===== src/rtl/mul_div_unit_pkg.sv =====
`default_nettype none
// ---------------------------------------------------------------------------
// mul_div_unit_pkg -- shared ALU control, mul/div op and FSM state encodings
// Revision: 1.0
// ---------------------------------------------------------------------------
package mul_div_unit_pkg;

   localparam logic [3:0] ALU_ADD = 4'd0;
   localparam logic [3:0] ALU_SUB = 4'd1;
   localparam logic [3:0] ALU_AND = 4'd2;
   localparam logic [3:0] ALU_OR  = 4'd3;
   localparam logic [3:0] ALU_XOR = 4'd4;
   localparam logic [3:0] ALU_SLT = 4'd5;
   localparam logic [3:0] ALU_SLL = 4'd6;
   localparam logic [3:0] ALU_SRL = 4'd7;

   typedef enum logic [1:0] {
      OP_MULT  = 2'd0,
      OP_MULTU = 2'd1,
      OP_DIV   = 2'd2,
      OP_DIVU  = 2'd3
   } md_op_e;

   typedef enum logic [1:0] {
      ST_IDLE = 2'd0,
      ST_CALC = 2'd1,
      ST_FIX  = 2'd2
   } md_state_e;

   function automatic logic op_is_div(input md_op_e op);
      return (op == OP_DIV) || (op == OP_DIVU);
   endfunction

   function automatic logic op_is_signed(input md_op_e op);
      return (op == OP_MULT) || (op == OP_DIV);
   endfunction

endpackage
`default_nettype wire


===== src/rtl/mul_div_unit_if.sv =====
`default_nettype none
// ---------------------------------------------------------------------------
// mul_div_if -- request/result bundle between pipeline and mul_div_unit
// Revision: 1.0
// ---------------------------------------------------------------------------
interface mul_div_if #(
   parameter int DATA_W = 32
);
   logic              enable;
   logic              start;
   logic [1:0]        op;
   logic [DATA_W-1:0] operand_a;
   logic [DATA_W-1:0] operand_b;
   logic              busy;
   logic              done;
   logic [DATA_W-1:0] hi;
   logic [DATA_W-1:0] lo;
   logic              div_by_zero;

   modport master (
      output enable, start, op, operand_a, operand_b,
      input  busy, done, hi, lo, div_by_zero
   );

   modport slave (
      input  enable, start, op, operand_a, operand_b,
      output busy, done, hi, lo, div_by_zero
   );
endinterface
`default_nettype wire


===== src/rtl/mul_div_negate.sv =====
`default_nettype none
// ---------------------------------------------------------------------------
// mul_div_negate -- conditional two's-complement of a WIDTH-bit value
// Revision: 1.0
// ---------------------------------------------------------------------------
module mul_div_negate #(
   parameter int WIDTH = 32
) (
   input  logic             neg,
   input  logic [WIDTH-1:0] value,
   output logic [WIDTH-1:0] result
);
   assign result = neg ? (~value + WIDTH'(1)) : value;
endmodule
`default_nettype wire


===== src/rtl/mul_div_unit.sv =====
`default_nettype none
// ---------------------------------------------------------------------------
// mul_div_unit -- iterative radix-2 multiply / restoring divide, signed+unsigned
// Revision: 1.0
// ---------------------------------------------------------------------------
module mul_div_unit
   import mul_div_unit_pkg::*;
#(
   parameter int DATA_W = 32,
   parameter int CNT_W  = $clog2(DATA_W) + 1
) (
   input  logic      clk,
   input  logic      arst_n,
   mul_div_if.slave  bus
);

   md_state_e         state;
   md_op_e            op_q;
   logic [CNT_W-1:0]  cnt;
   logic [DATA_W-1:0] work_hi;
   logic [DATA_W-1:0] work_lo;
   logic [DATA_W-1:0] opnd;
   logic              sign_q;
   logic              sign_r;
   logic              zero_q;
   logic              busy_q;
   logic              done_q;
   logic [DATA_W-1:0] hi_q;
   logic [DATA_W-1:0] lo_q;
   logic              dbz_q;

   md_op_e            req_op;
   logic              a_neg;
   logic              b_neg;
   logic [DATA_W-1:0] mag_a;
   logic [DATA_W-1:0] mag_b;
   logic [DATA_W:0]   mul_sum;
   logic [DATA_W:0]   div_shift;
   logic              div_ge;
   logic [DATA_W-1:0] div_diff;
   logic [2*DATA_W-1:0] prod_fix;
   logic [DATA_W-1:0] quo_fix;
   logic [DATA_W-1:0] rem_fix;

   assign req_op = md_op_e'(bus.op);
   assign a_neg  = op_is_signed(req_op) & bus.operand_a[DATA_W-1];
   assign b_neg  = op_is_signed(req_op) & bus.operand_b[DATA_W-1];

   mul_div_negate #(.WIDTH(DATA_W)) u_mag_a (.neg(a_neg), .value(bus.operand_a), .result(mag_a));
   mul_div_negate #(.WIDTH(DATA_W)) u_mag_b (.neg(b_neg), .value(bus.operand_b), .result(mag_b));

   // Multiply: multiplier sits in work_lo and shifts out LSB-first as the product shifts in.
   assign mul_sum = {1'b0, work_hi} + (work_lo[0] ? {1'b0, opnd} : {(DATA_W+1){1'b0}});

   // Divide: remainder in work_hi, dividend/quotient in work_lo; the difference fits DATA_W bits whenever it is kept.
   assign div_shift = {work_hi, work_lo[DATA_W-1]};
   assign div_ge    = (div_shift >= {1'b0, opnd});
   assign div_diff  = div_shift[DATA_W-1:0] - opnd;

   mul_div_negate #(.WIDTH(2*DATA_W)) u_fix_prod (.neg(sign_q), .value({work_hi, work_lo}), .result(prod_fix));
   mul_div_negate #(.WIDTH(DATA_W))   u_fix_quo  (.neg(sign_q), .value(work_lo), .result(quo_fix));
   mul_div_negate #(.WIDTH(DATA_W))   u_fix_rem  (.neg(sign_r), .value(work_hi), .result(rem_fix));

   always_ff @(posedge clk or negedge arst_n) begin
      if (!arst_n) begin
         state   <= ST_IDLE;
         op_q    <= OP_MULT;
         cnt     <= '0;
         work_hi <= '0;
         work_lo <= '0;
         opnd    <= '0;
         sign_q  <= 1'b0;
         sign_r  <= 1'b0;
         zero_q  <= 1'b0;
         busy_q  <= 1'b0;
         done_q  <= 1'b0;
         hi_q    <= '0;
         lo_q    <= '0;
         dbz_q   <= 1'b0;
      end else if (bus.enable) begin
         done_q <= 1'b0;
         case (state)
            ST_IDLE: begin
               if (bus.start) begin
                  state   <= ST_CALC;
                  busy_q  <= 1'b1;
                  cnt     <= '0;
                  op_q    <= req_op;
                  work_hi <= '0;
                  work_lo <= op_is_div(req_op) ? mag_a : mag_b;
                  opnd    <= op_is_div(req_op) ? mag_b : mag_a;
                  sign_q  <= a_neg ^ b_neg;
                  sign_r  <= a_neg;
                  zero_q  <= (bus.operand_b == '0);
               end
            end
            ST_CALC: begin
               cnt <= cnt + CNT_W'(1);
               if (op_is_div(op_q)) begin
                  work_hi <= div_ge ? div_diff : div_shift[DATA_W-1:0];
                  work_lo <= {work_lo[DATA_W-2:0], div_ge};
               end else begin
                  work_hi <= mul_sum[DATA_W:1];
                  work_lo <= {mul_sum[0], work_lo[DATA_W-1:1]};
               end
               if (cnt == CNT_W'(DATA_W - 1)) begin
                  state <= ST_FIX;
               end
            end
            ST_FIX: begin
               state  <= ST_IDLE;
               busy_q <= 1'b0;
               done_q <= 1'b1;
               if (op_is_div(op_q)) begin
                  // A zero divisor leaves the dividend magnitude in the remainder; only the quotient is forced.
                  hi_q  <= rem_fix;
                  lo_q  <= zero_q ? {DATA_W{1'b1}} : quo_fix;
                  dbz_q <= zero_q;
               end else begin
                  hi_q  <= prod_fix[2*DATA_W-1:DATA_W];
                  lo_q  <= prod_fix[DATA_W-1:0];
                  dbz_q <= 1'b0;
               end
            end
            default: begin
               state  <= ST_IDLE;
               busy_q <= 1'b0;
            end
         endcase
      end
   end

   assign bus.busy        = busy_q;
   assign bus.done        = done_q;
   assign bus.hi          = hi_q;
   assign bus.lo          = lo_q;
   assign bus.div_by_zero = dbz_q;

endmodule
`default_nettype wire


===== src/flat_wrapper.sv =====
// flat-port wrapper written by rule: the top's interface ports become plain ports
module mul_div_unit_flat import mul_div_unit_pkg::*;
#(
   parameter int DATA_W = 32,
   parameter int CNT_W  = $clog2(DATA_W) + 1
)
  (clk, arst_n, bus_enable, bus_start, bus_op, bus_operand_a, bus_operand_b, bus_busy, bus_done, bus_hi, bus_lo, bus_div_by_zero);
  mul_div_if #(.DATA_W(DATA_W)) bus_i ();
  input  logic clk;
  input  logic arst_n;
  input wire logic [$bits(bus_i.enable)-1:0] bus_enable;
  input wire logic [$bits(bus_i.start)-1:0] bus_start;
  input wire logic [$bits(bus_i.op)-1:0] bus_op;
  input wire logic [$bits(bus_i.operand_a)-1:0] bus_operand_a;
  input wire logic [$bits(bus_i.operand_b)-1:0] bus_operand_b;
  output wire logic [$bits(bus_i.busy)-1:0] bus_busy;
  output wire logic [$bits(bus_i.done)-1:0] bus_done;
  output wire logic [$bits(bus_i.hi)-1:0] bus_hi;
  output wire logic [$bits(bus_i.lo)-1:0] bus_lo;
  output wire logic [$bits(bus_i.div_by_zero)-1:0] bus_div_by_zero;
  assign bus_i.enable = bus_enable;
  assign bus_i.start = bus_start;
  assign bus_i.op = bus_op;
  assign bus_i.operand_a = bus_operand_a;
  assign bus_i.operand_b = bus_operand_b;
  assign bus_busy = bus_i.busy;
  assign bus_done = bus_i.done;
  assign bus_hi = bus_i.hi;
  assign bus_lo = bus_i.lo;
  assign bus_div_by_zero = bus_i.div_by_zero;
  mul_div_unit #(.DATA_W(DATA_W), .CNT_W(CNT_W)) u_core (.clk(clk), .arst_n(arst_n), .bus(bus_i));
endmodule

===== config.mk =====
export PLATFORM = sky130hd
export DESIGN_NAME = mul_div_unit_flat
export DESIGN_NICKNAME = d
export VERILOG_FILES = /design/src/rtl/mul_div_unit_pkg.sv /design/src/rtl/mul_div_unit_if.sv /design/src/rtl/mul_div_negate.sv /design/src/rtl/mul_div_unit.sv /design/src/flat_wrapper.sv
export SDC_FILE = /design/constraint.sdc
export NUM_CORES = 1
export LEC_CHECK = 0
export BUFFER_PORTS_ARGS = -buffer_cell sky130_fd_sc_hd__buf_4
export CELL_PAD_IN_SITES_DETAIL_PLACEMENT = 0
export CELL_PAD_IN_SITES_GLOBAL_PLACEMENT = 2
export CORE_ASPECT_RATIO = 0.8
export CORE_MARGIN = 2
export CORE_UTILIZATION = 39
export CTS_CLUSTER_DIAMETER = 200
export DETAILED_ROUTE_END_ITERATION = 16
export GPL_ROUTABILITY_DRIVEN = 1
export PLACE_DENSITY_LB_ADDON = 0.3
export RECOVER_POWER = 25
export SETUP_SLACK_MARGIN = 0.4
export SYNTH_ARGS = -nofsm -noshare
export SYNTH_HDL_FRONTEND = slang
export SYNTH_SLANG_ARGS = --single-unit

===== constraint.sdc =====
create_clock -name clk -period 8 [get_ports clk]
set_input_delay 1.6 -clock clk [delete_from_list [all_inputs] [get_ports clk]]
set_output_delay 1.6 -clock clk [all_outputs]
set_load 0.005 [all_outputs]

After elaboration in Yosys (flattened, before gate mapping)
Cells that the tools add are included.

Register bits: 176. Logic and storage cells: 80.

Equal/unequal tests: 9. Muxes and demuxes: 27. Bitwise operators: 9. Order comparisons: 1. Reductions and logical operators: 12. Add/subtract/negate cells: 8.

Operators with widths (count): 32-bit 2-to-1 mux (15); 32-bit by 1-bit adder with 32-bit output, second input constant (4); 32-bit inverter (4); 32-bit one-hot mux with 2 select lines (2); 64-bit by 1-bit adder with 64-bit output, second input constant (1); 64-bit 2-to-1 mux (1); 64-bit inverter (1); 32-bit by 33-bit adder with 33-bit output (1); 33-bit by 32-bit >= comparator with 1-bit output (1); 32-bit logical NOT (1); 32-bit subtractor (1); 6-bit one-hot mux with 2 select lines (1); 3-bit AND reduction (4); 2-bit equality test, second input constant (5); 6-bit by 1-bit adder with 6-bit output, second input constant (1); 6-bit by 5-bit equality test with 1-bit output, second input constant (1); 6-bit 2-to-1 mux (1); 2-bit logical NOT (2); 2-bit 2-to-1 mux (2); 2-bit one-hot mux with 2 select lines (1); 1-bit logical OR (3); 1-bit 2-to-1 mux (3); 1-bit bitwise AND (2); 2-bit by 1-bit equality test with 1-bit output, second input constant (1); other kinds (7) (7).

Logic depth before layout (Yosys ltp)
Depth in word-level cells: 7. Mapped depth: 13. Depth with buffers taken out: 12.

By module
Synthesis repeated with hierarchy kept, for this count alone.

Cells, all modules: 2046. Area total of the unflattened synthesis: 17230.3 um^2.

By module, submodules not included: mul_div_unit (cells each 1444, area an instance 12473.2 um^2, instances 1); mul_div_negate (u_core.u_fix_quo ...) (cells each 99, area an instance 777.0 um^2, instances 4); mul_div_negate (u_core.u_fix_prod) (cells each 206, area an instance 1649.1 um^2, instances 1).

Worst setup path before layout
Ideal clock, no wire load.

Kind: input to register. Start point: input bus_operand_b[4]. End point: register u_core.work_lo[21]. Arrival time: 3.768 ns. Slack: 4.167 ns. Required time: 7.935 ns. Stages: 9. Setup time: 0.065 ns. Cells stage by stage: or4_4 -> or4_4 -> or2_1 -> buf_6 -> o31ai_2 -> xnor2_1 -> nor2_1 -> a211oi_1 -> o22a_1.

Word-level cells in the longest chain between the ends: 6.

Ends and longest elaborated chain: start: declaration (RTL line flat_wrapper.sv:15) `input wire logic [$bits(bus_i.operand_b)-1:0] bus_operand_b;`; 32-bit inverter (RTL line mul_div_negate.sv:13) `assign result = neg ? (~value + WIDTH'(1)) : value;`; 32-bit by 1-bit adder with 32-bit output (RTL line mul_div_negate.sv:13); 32-bit 2-to-1 mux (RTL line mul_div_negate.sv:13); 32-bit 2-to-1 mux (RTL line mul_div_unit.sv:90) `work_lo <= op_is_div(req_op) ? mag_a : mag_b;`; 32-bit 2-to-1 mux (RTL line mul_div_unit.sv:84) `if (bus.start) begin`; 32-bit one-hot mux with 2 select lines (RTL line mul_div_unit.sv:82) `case (state)`; end signal: assignment (RTL line mul_div_unit.sv:90); end signal: assignment (RTL line mul_div_unit.sv:101) `work_lo <= {work_lo[DATA_W-2:0], div_ge};`; end signal: assignment (RTL line mul_div_unit.sv:104) `work_lo <= {mul_sum[0], work_lo[DATA_W-1:1]};`; end: declaration (RTL line mul_div_unit.sv:21) `logic [DATA_W-1:0] work_lo;`.

Every way passes these cells. The select of a mux whose other input is x is not followed. A chain may end at the register's enable or synchronous reset.

==> results.md <==
- Initial DRC count: 1662
- Crit-path leading delay family: buffers and inverters
- Die Ht: 178 µm
- Clk_lat worst skew: 450 ps
- Post-cts resize count: 0
- WS Path Type: input port to async pin
- Largest net degree at the start of global routing: 89
- Failing checks: max-capacitance violations, max-slew violations
- Startpoint types: input port
- Yosys warning count: 0
- Area grow syn2layout: 12.8%
- Final period util: 53.7%
- Initial Utilization: 39.8%
- Power share of the clock group: 12.0%
- Most common cell after layout, fill and taps aside: nand2_1
- Post-synth EDFFs: 0
- Synth Area in Compound Gates: 25.6%
- #FFs+latches synth: 175
- Register area share after synthesis: 29.5%
- CTS tree: built
- Synthesized area: 14800 µm²
- CP Cell Sequence: clkbuf_1, buf_4
- Power share of the combinational group: 63.5%
- Drt pass-1 iters: 6
- GRT Resource Usage Total: 27.9%
- Clock sink count: 175
- Total grt overflow: 0
- R2R setup slack: 4000 ps
- Design area: 16700 µm²
- Hold_sp: u_core.bus.hi[5]
- Avg Inst Size Synth: 7.83 µm²
- Synth cell types: 82
- Synth Area in Simple Gates: 20.2%
- First-pass GRT wire length: 83.6 mm
- Routability cong.: 0.925
- ANT nets after route: 0
- Worst Hold Endpoint: u_core.bus.hi[5]
- Vias per cell: 5.98
- Final min period: 4300 ps
- Worst Setup End Kind: async pin
- Max Clock Freq: 233 MHz
- Post-synth ARST share: 100%
- Outcome: complete, but fails checks
- Worst Tran Pin Value: 2960 ps
- Vias in the first global route: 13200
- Initial antenna violation count: 3
- Critical path's slowest cell: clkbuf_1
- Hold path depth: 2
- Final setup fails: 0
- Post CTS Setup Buffer Count: 0
- Peak per-stage delay on the critical path: 2050 ps
- LEAKAGE: 7.17 nW
- Row cnt: 63
- DR vias: 14700
- Internal power: 0.00330 W
- Share of layout cells above drive strength 1: 11.1%
- NumNets Final: 2093
- Setup TNS: 0 ps
- Ports: 137
- DIE WIDTH: 222 µm
- Crit path from: arst_n
- Worst R2R End: u_core.work_hi[27]
- Top FF cell, synth: dfrtp_1
- XOR/XNOR share of the synthesized area: 10.0%
- Most frequent cells in the layout: nand2_1 (204), nor2_1 (191), o21ai_0 (189), a21oi_1 (181), dfrtp_1 (174)
- Final Max Slew Viols: 57
- H-tree depth: 4
- Wirelength per Cell: 22.7 µm
- Critical path peak fanout: 64
- Sequential share of power: 24.5%
- Max cap viols: 1
- Fillers: 3788
- DP Area: 16200 µm²
- Dpl hpwl: 43.7 mm
- Clock buffer count from CTS: 17
- Root buffer cell: clkbuf_16
- Worst vdd ir: 0.208 mV
- Total core area: 37300 µm²
- Clock Skews: 14.9 ps
- Fin. Hold Viols: 0
- Clock slew at reported path FFs: 70 ps
- Mux share of post-synthesis cell area: 3.71%
- Syn Nets: 2035
- Die area: 39600 µm²
- Buffer depth of the longest clock path: 2
- Drt drc: 0
- WL final: 55.7 mm
- Relative max-transition margin: -97.1%
- Cell count of the worst reg-to-reg path: 12
- Crit path buffers/inverters: 2
- IO Port Bufs: 136
- Psw: 0.00377 W
- Cells after synthesis: 1894
- Worst hold path class: register to register
- Largest family of logic cells by synthesized area: compound AO/OA/AOI/OAI gates
- # hold bufs at CTS: 0
- Synth Area in Adders: 6.09%
- RSZ-0062 raised after global routing: no
- Inserted Diodes: 0
- Arr. time, crit path: 4650 ps
- PwrDens: 423 nW/µm²
- R2R Path Start: u_core.work_lo[0]
- Switch share: 53.3%
- CP Data Required Time: 8360 ps
## sequential cells by signal, indices dropped and copies added, names as in the netlist, 2 cells and up
register        count
u_core.bus.hi      32
u_core.bus.lo      32
u_core.opnd        32
u_core.work_hi     32
u_core.work_lo     32
u_core.cnt          6
u_core.state        2
## area by class of cell
class | instances | area [µm²] | area share [%]
clock inverters | 13 | 133 | 0.793
well taps | 487 | 609 | 3.64
clock buffers | 19 | 443 | 2.65
repair buffers | 152 | 1130 | 6.78
multi-input cells | 1536 | 9750 | 58.3
flip-flops and latches | 175 | 4380 | 26.2
inverters | 70 | 263 | 1.57
## per-stage QoR
stage / hold slack (ps) / setup WS [ps] / total power, W / util, % / std cells
floorplan: 450 / 4170 / 0.00468 / - / 1894
global placement: 464 / 3670 / 0.00609 / 43.3 / 2420
detailed placement: 472 / 3690 / 0.00608 / 43.3 / 2420
CTS: 489 / 4150 / 0.00695 / 44.9 / 2452
global route: 517 / 2950 / 0.00758 / 44.8 / 2452
finish: 483 / 3700 / 0.00707 / 44.8 / 2452
## worst register-to-register path: cells and delay by family, from the launching register on
family / cells / cell delay [ps]
and+or+nand+nor: 2 / 200
xor gates and xnor gates: 1 / 250
buffers and inverters: 2 / 580
adders and majority gates: 1 / 360
AOI/OAI and AO/OA: 6 / 2030
DFF: 1 / 460
## logic make-up (layout without fill, tap and decap cells)
kind of cell | after synthesis | after routing
adder cells (fa/ha/maj) | 71 | 71
flip-flops | 175 | 175
buffers and inverters | 183 | 254
XOR/XNOR | 170 | 170
multiplexers | 54 | 54
AO/OA/AOI/OAI | 610 | 610
AND/OR/NAND/NOR | 631 | 631
## synthesized netlist by cell type, types with 9 or more instances
| master | number | area [µm²] |
|---|---|---|
| a211oi_1 | 13 | 97.6 |
| a21o_1 | 31 | 233 |
| a21oi_1 | 182 | 911 |
| a221o_1 | 10 | 100 |
| a221oi_1 | 12 | 105 |
| a22oi_1 | 15 | 113 |
| a31oi_1 | 18 | 113 |
| and2_1 | 12 | 75.1 |
| buf_1 | 13 | 48.8 |
| buf_2 | 10 | 50.1 |
| clkbuf_1 | 88 | 330 |
| dfrtp_1 | 175 | 4380 |
| ha_1 | 69 | 863 |
| inv_1 | 69 | 259 |
| mux2i_1 | 49 | 490 |
| nand2_1 | 205 | 769 |
| nand2b_1 | 13 | 81.3 |
| nand3_1 | 35 | 175 |
| nand4_1 | 17 | 106 |
| nor2_1 | 192 | 721 |
| nor2b_1 | 20 | 125 |
| nor3_1 | 45 | 225 |
| nor4_1 | 16 | 100 |
| o211ai_1 | 22 | 165 |
| o21ai_0 | 189 | 946 |
| o221ai_1 | 11 | 96.3 |
| o22a_1 | 9 | 78.8 |
| o31ai_1 | 27 | 203 |
| or3_1 | 17 | 106 |
| or4_1 | 15 | 113 |
| xnor2_1 | 78 | 683 |
| xor2_1 | 92 | 806 |
## worst max-delay path by stage
stage	end	slack (ps)	depth (start not counted)
after floorplan	u_core.work_lo[21]	4170	9
after global placement	u_core.work_lo[20]	3670	8
after CTS	u_core.work_hi[27]	4150	12
after detailed placement	u_core.work_lo[20]	3690	8
final	u_core.op_q[1]	3700	2
after global routing	u_core.op_q[1]	2950	2
## routing by layer
layer	part of all wire (%)	global-route usage, %	vias up
met2	38	36.6	622
met3	9.1	6.23	44
met5	0.016	0	-
met1	51	44.8	7047
met4	1.8	6.45	2
li1	-	-	6947
## power by group through the flow
stage / Clock [W] / Combinational, W / Sequential, W
2_1_floorplan: 0 / 0.00327 / 0.00141
3_3_place_gp: 0 / 0.00439 / 0.00170
3_5_place_dp: 0 / 0.00437 / 0.00171
4_1_cts: 0.000861 / 0.00440 / 0.00169
5_1_grt: 0.000895 / 0.00493 / 0.00175
6_report: 0.000850 / 0.00449 / 0.00173
Note: power is estimated with default switching activity, not from simulation.
